===== config.mk =====
export PLATFORM = sky130hd
export DESIGN_NAME = render_scheduler
export DESIGN_NICKNAME = d
export VERILOG_FILES = /design/src/rtl/render_scheduler.sv
export SDC_FILE = /design/constraint.sdc
export NUM_CORES = 1
export LEC_CHECK = 0
export BUFFER_PORTS_ARGS = -buffer_cell sky130_fd_sc_hd__buf_2
export CORE_MARGIN = 1.5
export CORE_UTILIZATION = 44
export CTS_BUF_LIST = sky130_fd_sc_hd__clkbuf_2
export DETAILED_ROUTE_END_ITERATION = 16
export GPL_TIMING_DRIVEN = 0
export PLACE_DENSITY = 0.72
export SLEW_MARGIN = 20
export SYNTH_ARGS = -nofsm -noshare
export SYNTH_HDL_FRONTEND = slang
export SYNTH_SLANG_ARGS = --single-unit

===== constraint.sdc =====
create_clock -name clk -period 2.6 [get_ports clk]
set_clock_uncertainty 0.2 [all_clocks]
set_input_delay 0.52 -clock clk [delete_from_list [all_inputs] [get_ports clk]]
set_output_delay 0.52 -clock clk [all_outputs]
set_load 0.02 [all_outputs]

===== src/rtl/render_scheduler.sv =====
// render_scheduler: frame job sequencer with per-job watchdog and pixel-port arbiter
module render_scheduler #(
  parameter int SCREEN_X = 640,
  parameter int SCREEN_Y = 480,
  parameter int TIMEOUT = 4096,
  localparam int XW = $clog2(SCREEN_X) + 1,
  localparam int YW = $clog2(SCREEN_Y) + 1,
  localparam int TW = $clog2(TIMEOUT) + 1
) (
  input  logic          clk,
  input  logic          reset,
  input  logic          enable,
  input  logic          frameTick,
  input  logic          clear_err,
  output logic          pulse_clear1,
  output logic          pulse_draw1,
  output logic          pulse_clear2,
  output logic          pulse_draw2,
  input  logic          done_clear1,
  input  logic          done_draw1,
  input  logic          done_clear2,
  input  logic          done_draw2,
  output logic          pulse_ball_clear,
  output logic          pulse_ball_draw,
  input  logic          done_ball_clear,
  input  logic          done_ball_draw,
  input  logic [XW-1:0] paddle_x,
  input  logic [YW-1:0] paddle_y,
  input  logic [2:0]    paddle_col,
  input  logic [XW-1:0] ball_x,
  input  logic [YW-1:0] ball_y,
  input  logic [2:0]    ball_col,
  output logic [XW-1:0] vga_x,
  output logic [YW-1:0] vga_y,
  output logic [2:0]    vga_col,
  output logic          plot,
  output logic [2:0]    job,
  output logic          busy,
  output logic          frame_done,
  output logic          overrun,
  output logic          timeout_err
);
  typedef enum logic [1:0] {IDLE, PULSE, WAIT} state_t;
  state_t state, state_nx;
  logic [2:0] job_nx;
  logic [TW-1:0] timer, timer_nx;
  logic [5:0] done_v, pulse_v;
  logic hit, expire, adv, last, start;
  assign done_v = {done_ball_draw, done_ball_clear, done_draw2, done_clear2, done_draw1, done_clear1};
  assign pulse_v = (enable && state == PULSE) ? 6'(1) << job : '0;
  assign {pulse_ball_draw, pulse_ball_clear, pulse_draw2, pulse_clear2, pulse_draw1, pulse_clear1} = pulse_v;
  assign busy = state != IDLE || frame_done;
  // a tick landing on the frame_done cycle is treated as an overrun, not a new frame
  always_comb begin
    hit = state == WAIT && done_v[job];
    expire = state == WAIT && !hit && timer == TW'(TIMEOUT - 1);
    adv = hit || expire;
    last = job == 3'd5;
    start = state == IDLE && frameTick && !frame_done;
    state_nx = !enable ? state :
               state == IDLE ? (start ? PULSE : IDLE) :
               state == PULSE ? WAIT :
               adv ? (last ? IDLE : PULSE) : WAIT;
    job_nx = !enable ? job : start ? 3'd0 : (adv && !last) ? job + 3'd1 : job;
    timer_nx = !enable ? timer : state == PULSE ? '0 :
               (state == WAIT && !adv && timer != '1) ? timer + 1'b1 : timer;
  end
  always_ff @(posedge clk) begin
    if (reset) begin
      state <= IDLE;
      job <= '0;
      timer <= '0;
      frame_done <= 1'b0;
      plot <= 1'b0;
      overrun <= 1'b0;
      timeout_err <= 1'b0;
      vga_x <= '0;
      vga_y <= '0;
      vga_col <= '0;
    end else begin
      state <= state_nx;
      job <= job_nx;
      timer <= timer_nx;
      frame_done <= enable && adv && last;
      plot <= enable && state == WAIT;
      overrun <= (overrun && !clear_err) || (enable && frameTick && busy);
      timeout_err <= (timeout_err && !clear_err) || (enable && expire);
      if (enable) begin
        vga_x <= job < 3'd4 ? paddle_x : ball_x;
        vga_y <= job < 3'd4 ? paddle_y : ball_y;
        vga_col <= job < 3'd4 ? paddle_col : ball_col;
      end
    end
  end
endmodule

### After elaboration in Yosys (flattened, before gate mapping)

Cells that the tools add are included.

* register bits: 46
* output and inout port bits: 38
* word-level logic and storage cells: 67

* add/subtract/negate cells: 2
* magnitude comparators: 2
* equal/unequal tests: 5
* shift operators: 1
* mux-type cells: 15
* reduce and logical (&&, ||, !) cells: 32

Operator list (number)
* 13-bit two-way mux: 2
* 1-bit logical AND: 17
* 13-bit by 1-bit adder with 13-bit output, second input constant: 1
* 13-bit by 12-bit == test with 1-bit output, second input constant: 1
* 13-bit inequality test, second input constant: 1
* 11-bit two-way mux: 1
* 10-bit two-way mux: 1
* 3-bit two-way mux: 3
* 2-bit two-way mux: 3
* 6-bit two-way mux: 1
* 2-bit nonzero test: 3
* 1-bit by 3-bit left shift with 6-bit output, first input constant: 1
* 1-bit logical NOT: 5
* 1-bit logical OR: 4
* 3-bit by 4-bit less-than comparator with 1-bit output, second input constant: 1
* 2-bit AND reduction: 2
* 3-bit by 1-bit adder with 3-bit output, second input constant: 1
* 1-bit binary-select mux with 3-bit select: 1
* 3-bit == test, second input constant: 1
* 3-bit less-than comparator, second input constant: 1
* 1-bit two-way mux: 3
* 2-bit by 1-bit == test with 1-bit output, second input constant: 1
* 2-bit == test, second input constant: 1
* 2-bit logical NOT: 1

### Logic depth before layout (Yosys ltp)

Gate-level depths: netlist of run 1.

* depth after elaboration: 12
* gate-level depth with buffers: 7
* depth with buffers taken out: 6

### Worst setup path after synthesis of run 1

OpenSTA, ideal clock, no wires.

* path kind: register -> register
* start point: register job[0]
* end point: register timer[7]
* data arrival time: 2057 ps
* data required time: 2282 ps
* slack: 225 ps
* cell stages (with the launch flop): 6
* clock period less this slack: 2375 ps
* path through: dfxtp_1 -> mux4_2 -> a22oi_4 -> nand3_4 -> or4_1 -> mux2i_1

* longest elaborated chain between the ends: 12

Ends and longest elaborated chain
* start: declaration: line 37 `output logic [2:0] job,`
* start signal: assignment: line 82 `job <= job_nx;`
* 1-bit binary-select mux with 3-bit select *: line 55 `hit = state == WAIT && done_v[job];`
* 1-bit two-way mux (not written as such) *: line 55
* 1-bit logical AND *: line 55
* 1-bit logical NOT: line 56 `expire = state == WAIT && !hit && timer == TW'(TIMEOUT - 1);`
* 1-bit logical AND (2 in series): line 56
* 1-bit logical OR *: line 57 `adv = hit || expire;`
* 1-bit logical NOT *: line 66 `(state == WAIT && !adv && timer != '1) ? timer + 1'b1 : timer;`
* 1-bit logical AND * (2 in series): line 66
* 2-bit nonzero test (no line) *
* 2-bit AND reduction (no line) *
* end signal: assignment: line 83 `timer <= timer_nx;`
* end: declaration: line 46 `logic [TW-1:0] timer, timer_nx;`

Every way passes the cells marked *; elsewhere a longest branch is shown, timed or not. The select of a mux whose other input is x is not followed.
A chain may end at the register's enable or synchronous reset.

### Worst setup path in the final report of run 1

* start point: register job[2]
* end point: output port pulse_ball_clear

* longest elaborated chain between the ends: 2

Ends and longest elaborated chain
* 1-bit by 3-bit left shift with 6-bit output: line 50 `assign pulse_v = (enable && state == PULSE) ? 6'(1) << job : '0;`
* 6-bit two-way mux: line 50
* end: declaration: line 23 `output logic pulse_ball_clear,`

No other way between the ends.

==> results.sh, run 1 <==
export IMPL_cts_tree="yes"
export IMPL_fin_setup_tns_ns=0
export IMPL_antenna_found_initial=0
export IMPL_min_period_ns=2.445
export IMPL_firstDrtPassIters=4
export IMPL_ir_worst_vdd_mv=0.2224
export IMPL_grt_overflow_total=0
export IMPL_track_usage=0.1951
export IMPL_max_slew_margin=0.5558
export IMPL_setup_viol=0
export IMPL_start_kind="flip-flop"
export IMPL_antennaDiodeCount=0
export IMPL_synthArstFlopShare=0
export IMPL_routedWlPerCell_um=12.39
export IMPL_grt_pass1_vias=1942
export IMPL_pin_count=97
export IMPL_clockRootBuffer="clkbuf_2"
export IMPL_design_area_um2=2849
export IMPL_cts_buffer_depth=2
export IMPL_clock_latency_ns=0.41
export IMPL_path_cells="buf_2, clkbuf_4, and3_1, buf_2"
export IMPL_r2r_end="timer[11]"
export IMPL_cts_made_buffers=5
export IMPL_viasPerCell=5.179
export IMPL_ys_types=39
export IMPL_synth_area_leader_cell="dfxtp_1"
export IMPL_min_path_type="primary input to flip-flop"
export IMPL_cts_sinks=46
export IMPL_ys_warnings_count=0
export IMPL_place_congestion=0.7991
export IMPL_yosys_area_top_type_share=0.4142
export IMPL_dieArea_um2=5489
export IMPL_fin_ws_ns=0.1551
export IMPL_crit_fanout=10
export IMPL_synthesis_nets=309
export IMPL_maxCapViolations=0
export IMPL_die_h_um=74.09
export IMPL_synth_flop_cell="dfxtp_1"
export IMPL_antenna_left=0
export IMPL_num_rows=25
export IMPL_grt_setup_unrepaired="no"
export IMPL_area_growth_pct=28.14
export IMPL_postCtsHoldBufs=0
export IMPL_r2r_start="job[0]"
export IMPL_fmax_mhz=409.0
export IMPL_drv_slew=0
export IMPL_vias=2139
export IMPL_fin_crit_sh=0.9404
export IMPL_whs_endpoint="timeout_err"
export IMPL_critPathArrivalTime_ns=1.72
export IMPL_path_common_cell="buf_2"
export IMPL_cts_clk_slew_worst_paths_ns=0.24
export IMPL_die_x_um=74.09
export IMPL_synth_area_leaders="dfxtp_1 41%, mux2i_1 13%, a211oi_1 8.1%, nor2_1 5.9%, ha_1 3.4%"
export IMPL_fillCellCount=430
export IMPL_synth_edf_count=0
export IMPL_drive_above_1_share=0.3237
export IMPL_cpMaxStageDelayCell="dfxtp_1"
export IMPL_critPathRequiredTime_ns=1.88
export IMPL_start_util=0.4646
export IMPL_drt_wl_total_um=5119
export IMPL_seq_area_frac_synth=0.4142
export IMPL_grt_max_degree=15
export IMPL_crit_type="flip-flop to output port"
export IMPL_grt_pass1_wl_um=8314
export IMPL_hpwlAfterDp_um=3984
export IMPL_reg2reg_setup_slack_ns=0.19
export IMPL_cts_max_level=2
export IMPL_hold_start="clear_err"
export IMPL_worst_pin_slew_ns=0.6663
export IMPL_outcome="completed"
export IMPL_layout_common_cells="96 x buf_2, 46 x dfxtp_1, 35 x nor2_1"
export IMPL_synth_cell_area_um2=2223
export IMPL_final_common_cell="buf_2"
export IMPL_powerDensity_nw_per_um2=474.6
export IMPL_dpl_worst_slack_ns=0.1389
export IMPL_utilization=0.5953
export IMPL_nets=410
export IMPL_drcViolationCount=0
export IMPL_end_kind="output port"
export IMPL_portBuffers=94
export IMPL_avgSynthCellArea_um2=9.112
export IMPL_max_stage_delay_ns=0.39
export IMPL_rr_worst_depth=6
export IMPL_core_area_um2=4786
export IMPL_syn_inst=244
export IMPL_finalHoldViolations=0
export IMPL_power_leakage_nw=1.234
export IMPL_hold_path_depth=4
export IMPL_placed_area_um2=2778
export IMPL_drt_iter0_drc=91
export IMPL_synth_seq_cells=46
## area by class of cell
| type | count | area (um2) | area share |
|---|---|---|---|
| Inverter | 7 | 26.28 | 0.009223 |
| Clock inverter | 2 | 37.54 | 0.01318 |
| Clock buffer | 6 | 30.03 | 0.01054 |
| Sequential cell | 46 | 920.9 | 0.3232 |
| Tap cell | 67 | 83.83 | 0.02942 |
| Buffer | 15 | 62.56 | 0.02196 |
| Multi-Input combinational cell | 176 | 1217 | 0.4273 |
| Timing Repair Buffer | 94 | 470.5 | 0.1651 |
## flip-flops by register name, indices dropped and copies added (netlist names)
name         cells
frame_done       1
job              3
overrun          1
plot             1
state            2
timeout_err      1
timer           13
vga_col          3
vga_x           11
vga_y           10
## synth_stat cells (4+ instances only)
library cell / number
nand4_1: 5
mux2i_1: 28
nand2_1: 15
or4_1: 7
nor2_1: 35
and3_1: 4
o31ai_1: 4
clkbuf_1: 10
ha_1: 6
a21oi_1: 7
inv_1: 6
a211oi_1: 24
dfxtp_1: 46
nand3_1: 7
## per-layer routing
metal	routed length (um)	up-vias	part of all wire	track usage
met3	318	4	0.062	0.06640
met2	2519	70	0.49	0.3363
li1	-	1085	-	-
met5	0	-	0	0
met1	2237	980	0.44	0.2272
met4	44	0	0.0086	0.06173
## kinds of logic after synthesis
| group | after synthesis | synth area share |
|---|---|---|
| compound gates | 44 | 0.1469 |
| xor+xnor | 3 | 0.01182 |
| fa+ha+maj | 6 | 0.03376 |
| buf+inv | 22 | 0.03827 |
| flops | 46 | 0.4142 |
| mux | 30 | 0.1412 |
| simple gates | 93 | 0.2138 |
## how the worst max path moves through the flow
stage / slack (ns) / startpoint / endpoint / cells past startpoint
after floorplan: 0.22 / job[0] / timer[7] / 5
after global routing: 0.003 / job[0] / timer[10] / 6
after global placement: 0.16 / done_draw2 / timer[7] / 6
after detailed placement: 0.14 / done_draw2 / timer[9] / 6
after CTS: 0.08 / job[2] / pulse_ball_clear / 4
final: 0.16 / job[2] / pulse_ball_clear / 4
## worst max-delay path, delay by kind of cell, from the launching register on
kind | cells | cell delay (ns)
buffers and inverters | 3 | 0.74
and+or+nand+nor | 1 | 0.17
DFF | 1 | 0.39
## metrics by stage
stage / std cells / power [mW] / hold WS [ns]
final: 413 / 1.352 / 0.1293
after global routing: 413 / 1.412 / 0.1304
after CTS: 413 / 1.362 / 0.1084
after detailed placement: 405 / 0.9654 / 0.2582
after global placement: 405 / 0.9630 / 0.2476
after floorplan: 244 / 0.8767 / 0.2463
## where the power goes
| part | leakage, nW | internal, mW | switching (mW) | total (mW) |
|---|---|---|---|---|
| clock | 0.0392 | 0.166 | 0.236 | 0.402 |
| sequential | 0.377 | 0.735 | 0.0151 | 0.750 |
| combinational | 0.818 | 0.0848 | 0.115 | 0.200 |
## repair_timing
action | 4_1_cts | 5_1_grt
endpoints found under the hold margin | 0 | 0
endpoints found under the setup margin | 1 | 1
gates cloned | 0 | 0
buffers inserted | 0 | 0
gates resized for setup | 1 | 1
Power figures use the tool's default switching activity.
==> inputs of run 2 (changes only) <==
--- a/config.mk
+++ b/config.mk
@@ -6,12 +6,13 @@
 export NUM_CORES = 1
 export LEC_CHECK = 0
 export BUFFER_PORTS_ARGS = -buffer_cell sky130_fd_sc_hd__buf_2
+export CORE_ASPECT_RATIO = 0.75
 export CORE_MARGIN = 1.5
-export CORE_UTILIZATION = 44
+export CORE_UTILIZATION = 24
 export CTS_BUF_LIST = sky130_fd_sc_hd__clkbuf_2
 export DETAILED_ROUTE_END_ITERATION = 16
 export GPL_TIMING_DRIVEN = 0
-export PLACE_DENSITY = 0.72
+export PLACE_DENSITY = 0.43
 export SLEW_MARGIN = 20
 export SYNTH_ARGS = -nofsm -noshare
 export SYNTH_HDL_FRONTEND = slang
==> run 2 against run 1 <==
  * Cell area rose by 1.4%
  * Critical path type unchanged
  * Global-route usage fell by 6.3 points
  * Register-to-register slack improved by 0.04 ns
  * Critical endpoint unchanged
  * Non-clock buffer count did not move
  * Worst setup slack improved by 0.035 ns
  * Worst hold slack barely moved
  * Final cell count rose by 11%
  * Power fell by 7.2%
  * Flip-flop and latch count did not move
  * Routed wire length rose by 22%
==> results.sh, run 2 (synthesis results as in run 1) <==
export IMPL_grt_overflow_total=0
export IMPL_drv_slew=0
export IMPL_antenna_found_initial=0
export IMPL_routedWlPerCell_um=13.68
export IMPL_postCtsHoldBufs=0
export IMPL_dieArea_um2=9857
export IMPL_pin_count=97
export IMPL_worst_pin_slew_ns=0.7064
export IMPL_fin_crit_sh=0.9268
export IMPL_top_regs="timer x13, vga_x x11, vga_y x10"
export IMPL_fmax_mhz=415.0
export IMPL_viasPerCell=4.646
export IMPL_die_h_um=86.36
export IMPL_powerDensity_nw_per_um2=434.2
export IMPL_grt_max_degree=14
export IMPL_outcome="completed"
export IMPL_maxCapViolations=0
export IMPL_cts_clk_slew_worst_paths_ns=0.23
export IMPL_place_congestion=0.7032
export IMPL_critPathArrivalTime_ns=1.69
export IMPL_antennaDiodeCount=0
export IMPL_end_kind="output port"
export IMPL_placed_area_um2=2834
export IMPL_clock_latency_ns=0.43
export IMPL_utilization=0.3207
export IMPL_grt_pass1_wl_um=10270
export IMPL_core_area_um2=9009
export IMPL_grt_setup_unrepaired="no"
export IMPL_design_area_um2=2889
export IMPL_portBuffers=94
export IMPL_drive_above_1_share=0.3324
export IMPL_cts_tree="yes"
export IMPL_fillCellCount=991
export IMPL_start_util=0.2468
export IMPL_vias=2128
export IMPL_post_cts_resize_count=2
export IMPL_area_growth_pct=29.94
export IMPL_crit_fanout=10
export IMPL_hpwlAfterDp_um=4863
export IMPL_setup_viol=0
export IMPL_clockRootBuffer="clkbuf_2"
export IMPL_power_leakage_nw=1.229
export IMPL_layout_common_cells="95 x buf_2, 45 x dfxtp_1, 34 x nor2_1"
export IMPL_hold_ws_ns=0.1288
export IMPL_cts_made_buffers=5
export IMPL_busiest_layer="met1"
export IMPL_fin_setup_tns_ns=0
export IMPL_drt_iter0_drc=57
export IMPL_antenna_left=0
export IMPL_stdcell_count=458
export IMPL_min_period_ns=2.410
export IMPL_largest_reg_flops=13
export IMPL_dpl_worst_slack_ns=0.06709
export IMPL_dp_cells=450
export IMPL_min_path_type="primary input to flip-flop"
export IMPL_reg2reg_setup_slack_ns=0.23
export IMPL_cts_max_level=2
export IMPL_cts_buffer_depth=2
export IMPL_start_kind="flip-flop"
export IMPL_crit_type="flip-flop to output port"
export IMPL_drt_wl_total_um=6266
export IMPL_cts_sinks=46
export IMPL_p_total_mw=1.255
export IMPL_num_rows=30
export IMPL_regMostFlops="timer"
export IMPL_use_met1=0.1932
export IMPL_drcViolationCount=0
export IMPL_max_slew_margin=0.5290
export IMPL_grt_util_met2=0.1922
export IMPL_fin_ws_ns=0.1903
export IMPL_die_x_um=114.1
export IMPL_nets=410
export IMPL_final_common_cell="buf_2"
export IMPL_post_cts_setup_buffers=0
export IMPL_grt_pass1_vias=2038
export IMPL_critPathRequiredTime_ns=1.88
export IMPL_firstDrtPassIters=4
export IMPL_global_route_usage_met3=0.02448
export IMPL_ir_worst_vdd_mv=0.1431
export IMPL_track_usage=0.1320
export IMPL_finalHoldViolations=0
-- run 2: layout make-up --
cell class / count / area, um2 / area share
multi-input cells: 176 / 1225 / 0.4240
well taps: 112 / 140.1 / 0.04851
repair buffers: 94 / 470.5 / 0.1628
inverters: 7 / 26.28 / 0.009095
clock inverters: 2 / 8.758 / 0.003032
clock buffers: 6 / 30.03 / 0.01039
flip-flops and latches: 46 / 922.1 / 0.3192
plain buffers: 15 / 66.31 / 0.02295
-- run 2: worst max-delay path: stages, from the launching register on --
cell,delay (ns)
dfxtp_1,0.42
clkbuf_4,0.27
buf_4,0.25
and3_1,0.17
buf_2,0.16
-- run 2: final timing paths --
path / end / startpoint / depth (start not counted)
max: pulse_ball_clear / job[2] / 4
min: timeout_err / clear_err / 4
max reg2reg: timer[9] / job[0] / 5
min reg2reg: timer[1] / timer[1] / 2
-- run 2: power breakdown --
part / switching [mW] / internal, mW / total (mW)
combinational: 0.121 / 0.0850 / 0.206
sequential: 0.0158 / 0.735 / 0.751
clock: 0.232 / 0.0661 / 0.298
total: 0.369 / 0.886 / 1.25
-- run 2: routing by layer --
metal,share of wire,up-vias
met2,0.41,58
met4,0.016,0
li1,-,1088
met3,0.041,10
met5,0,-
met1,0.53,972
==> inputs of run 3 (changes only) <==
--- a/config.mk
+++ b/config.mk
@@ -12,7 +12,7 @@
 export CTS_BUF_LIST = sky130_fd_sc_hd__clkbuf_2
 export DETAILED_ROUTE_END_ITERATION = 16
 export GPL_TIMING_DRIVEN = 0
-export PLACE_DENSITY = 0.43
+export PLACE_DENSITY_LB_ADDON = 0.25
 export SLEW_MARGIN = 20
 export SYNTH_ARGS = -nofsm -noshare
 export SYNTH_HDL_FRONTEND = slang
==> constraint.sdc (replaced) <==
create_clock -name clk -period 2.7 [get_ports clk]
set_clock_uncertainty 0.2 [all_clocks]
set_input_delay 0.54 -clock clk [delete_from_list [all_inputs] [get_ports clk]]
set_output_delay 0.54 -clock clk [all_outputs]
set_load 0.02 [all_outputs]
==> run 3 against run 2 <==
  * Register-to-register slack better by 0.05 ns
  * Flip-flop and latch count stayed put
  * Worst hold slack better by 0.068 ns
  * Non-clock buffer count stayed put
  * Routed wire length is 3.3% lower
  * Sequential share of layout area is 0.17 points higher
  * Core utilization is 0.17 points lower
  * Power is 3.8% lower
  * Count of clock-buffer cells in the layout stayed put
  * Critical path depth stayed put
  * Sequential power is 3.7% lower
  * Combinational power is 4% lower
  * Largest cell class unchanged
==> results.sh, run 3 (synthesis results as in run 1) <==
export IMPL_global_route_usage_met3=0.02168
export IMPL_grt_overflow_total=0
export IMPL_cts_max_level=2
export IMPL_firstDrtPassIters=4
export IMPL_routedWlPerCell_um=13.26
export IMPL_share_seq_of_total_power=0.599
export IMPL_place_congestion=0.7642
export IMPL_viasPerCell=4.591
export IMPL_layout_common_cells="97 x buf_2, 45 x dfxtp_1, 35 x nor2_1"
export IMPL_drcViolationCount=0
export IMPL_largest_reg_flops=13
export IMPL_maxCapViolations=0
export IMPL_crit_type="flip-flop to output port"
export IMPL_hpwlAfterDp_um=4745
export IMPL_post_cts_setup_buffers=0
export IMPL_drt_wl_total_um=6060
export IMPL_die_h_um=86.36
export IMPL_power_leakage_nw=1.222
export IMPL_core_area_um2=9009
export IMPL_setup_viol=0
export IMPL_min_period_ns=2.530
export IMPL_end_kind="output port"
export IMPL_start_kind="flip-flop"
export IMPL_cellInternalPower_mw=0.8523
export IMPL_clock_latency_ns=0.41
export IMPL_p_switching_mw=0.3545
export IMPL_critPathRequiredTime_ns=1.96
export IMPL_placed_area_um2=2834
export IMPL_cts_buffer_depth=2
export IMPL_cts_sinks=46
export IMPL_cts_tree="yes"
export IMPL_utilization=0.3190
export IMPL_grt_setup_unrepaired="no"
export IMPL_top_regs="timer x13, vga_x x11, vga_y x10"
export IMPL_vias=2098
export IMPL_worst_pin_slew_ns=0.7156
export IMPL_powerDensity_nw_per_um2=419.9
export IMPL_grt_pass1_wl_um=9867
export IMPL_min_path_type="primary input to flip-flop"
export IMPL_ir_worst_vdd_mv=0.1432
export IMPL_portBuffers=94
export IMPL_pin_count=97
export IMPL_clkPwrFrac=0.238
export IMPL_dp_cells=450
export IMPL_critPathArrivalTime_ns=1.79
export IMPL_area_growth_pct=29.26
export IMPL_outcome="completed"
export IMPL_dieArea_um2=9857
export IMPL_cts_clk_slew_worst_paths_ns=0.24
export IMPL_stdcell_count=457
export IMPL_finalHoldViolations=0
export IMPL_fin_crit_sh=0.9370
export IMPL_combPwrFrac=0.163
export IMPL_antenna_found_initial=0
export IMPL_swShare=0.2938
export IMPL_hold_ws_ns=0.1966
export IMPL_drive_above_1_share=0.3246
export IMPL_die_x_um=114.1
export IMPL_start_util=0.2468
export IMPL_cts_made_buffers=5
export IMPL_clockRootBuffer="clkbuf_2"
export IMPL_fmax_mhz=395.3
export IMPL_track_usage=0.1248
export IMPL_nets=410
export IMPL_design_area_um2=2874
export IMPL_grt_util_met2=0.1939
export IMPL_num_rows=30
export IMPL_drv_slew=0
export IMPL_final_common_cell="buf_2"
export IMPL_reg2reg_setup_slack_ns=0.28
export IMPL_postCtsHoldBufs=0
export IMPL_drt_iter0_drc=98
export IMPL_max_slew_margin=0.5229
export IMPL_regMostFlops="timer"
export IMPL_grt_pass1_vias=2074
export IMPL_busiest_layer="met2"
export IMPL_crit_fanout=10
export IMPL_use_met1=0.1799
export IMPL_antenna_left=0
export IMPL_grt_max_degree=14
export IMPL_antennaDiodeCount=0
export IMPL_fin_setup_tns_ns=0
## run 3: what timing repair did
action	in CTS	in global routing
endpoints found under the hold margin	0	0
cloned	0	0
resized for setup	1	1
setup endpoints to repair	1	2
## run 3: area by class of cell
class	count	area, um2
buffer	15	60.06
sequential	46	922.1
multi-input combinational	176	1217
tap	112	140.1
timing repair buffer	94	470.5
inverter	7	26.28
fill	983	6135
clock inverter	1	7.507
clock buffer	6	30.03
## run 3: power groups by stage
stage | registers (mW) | logic [mW] | clock network, mW
after detailed placement | 0.735 | 0.200 | 0
after global routing | 0.727 | 0.219 | 0.325
after global placement | 0.736 | 0.195 | 0
after CTS | 0.723 | 0.200 | 0.301
after floorplan | 0.766 | 0.0780 | 0
final | 0.723 | 0.197 | 0.287
## run 3: worst paths after layout
path / startpoint / cells past startpoint / endpoint
hold reg to reg: timeout_err / 2 / timeout_err
setup / recovery: job[2] / 4 / pulse_ball_clear
setup reg to reg: timer[0] / 6 / job[2]
hold / removal: frameTick / 3 / overrun
## run 3: through the flow
stage / worst slack (ns) / total power, mW
after global placement: 0.1701 / 0.9314
after CTS: 0.1275 / 1.224
after global routing: 0.03819 / 1.271
final: 0.1702 / 1.207
after detailed placement: 0.1830 / 0.9348
after floorplan: 0.3247 / 0.8442
## run 3: routing by layer
metal | wire, um | up-vias
li1 | - | 1084
met1 | 3208 | 947
met2 | 2518 | 65
met3 | 295 | 2
met4 | 37 | 0
met5 | 0 | -
## run 3: critical path, stage by stage, from the launching register on
cell and delay [ns]:
dfxtp_1 0.38, buf_2 0.29, buf_2 0.37, and3_1 0.21, buf_2 0.16
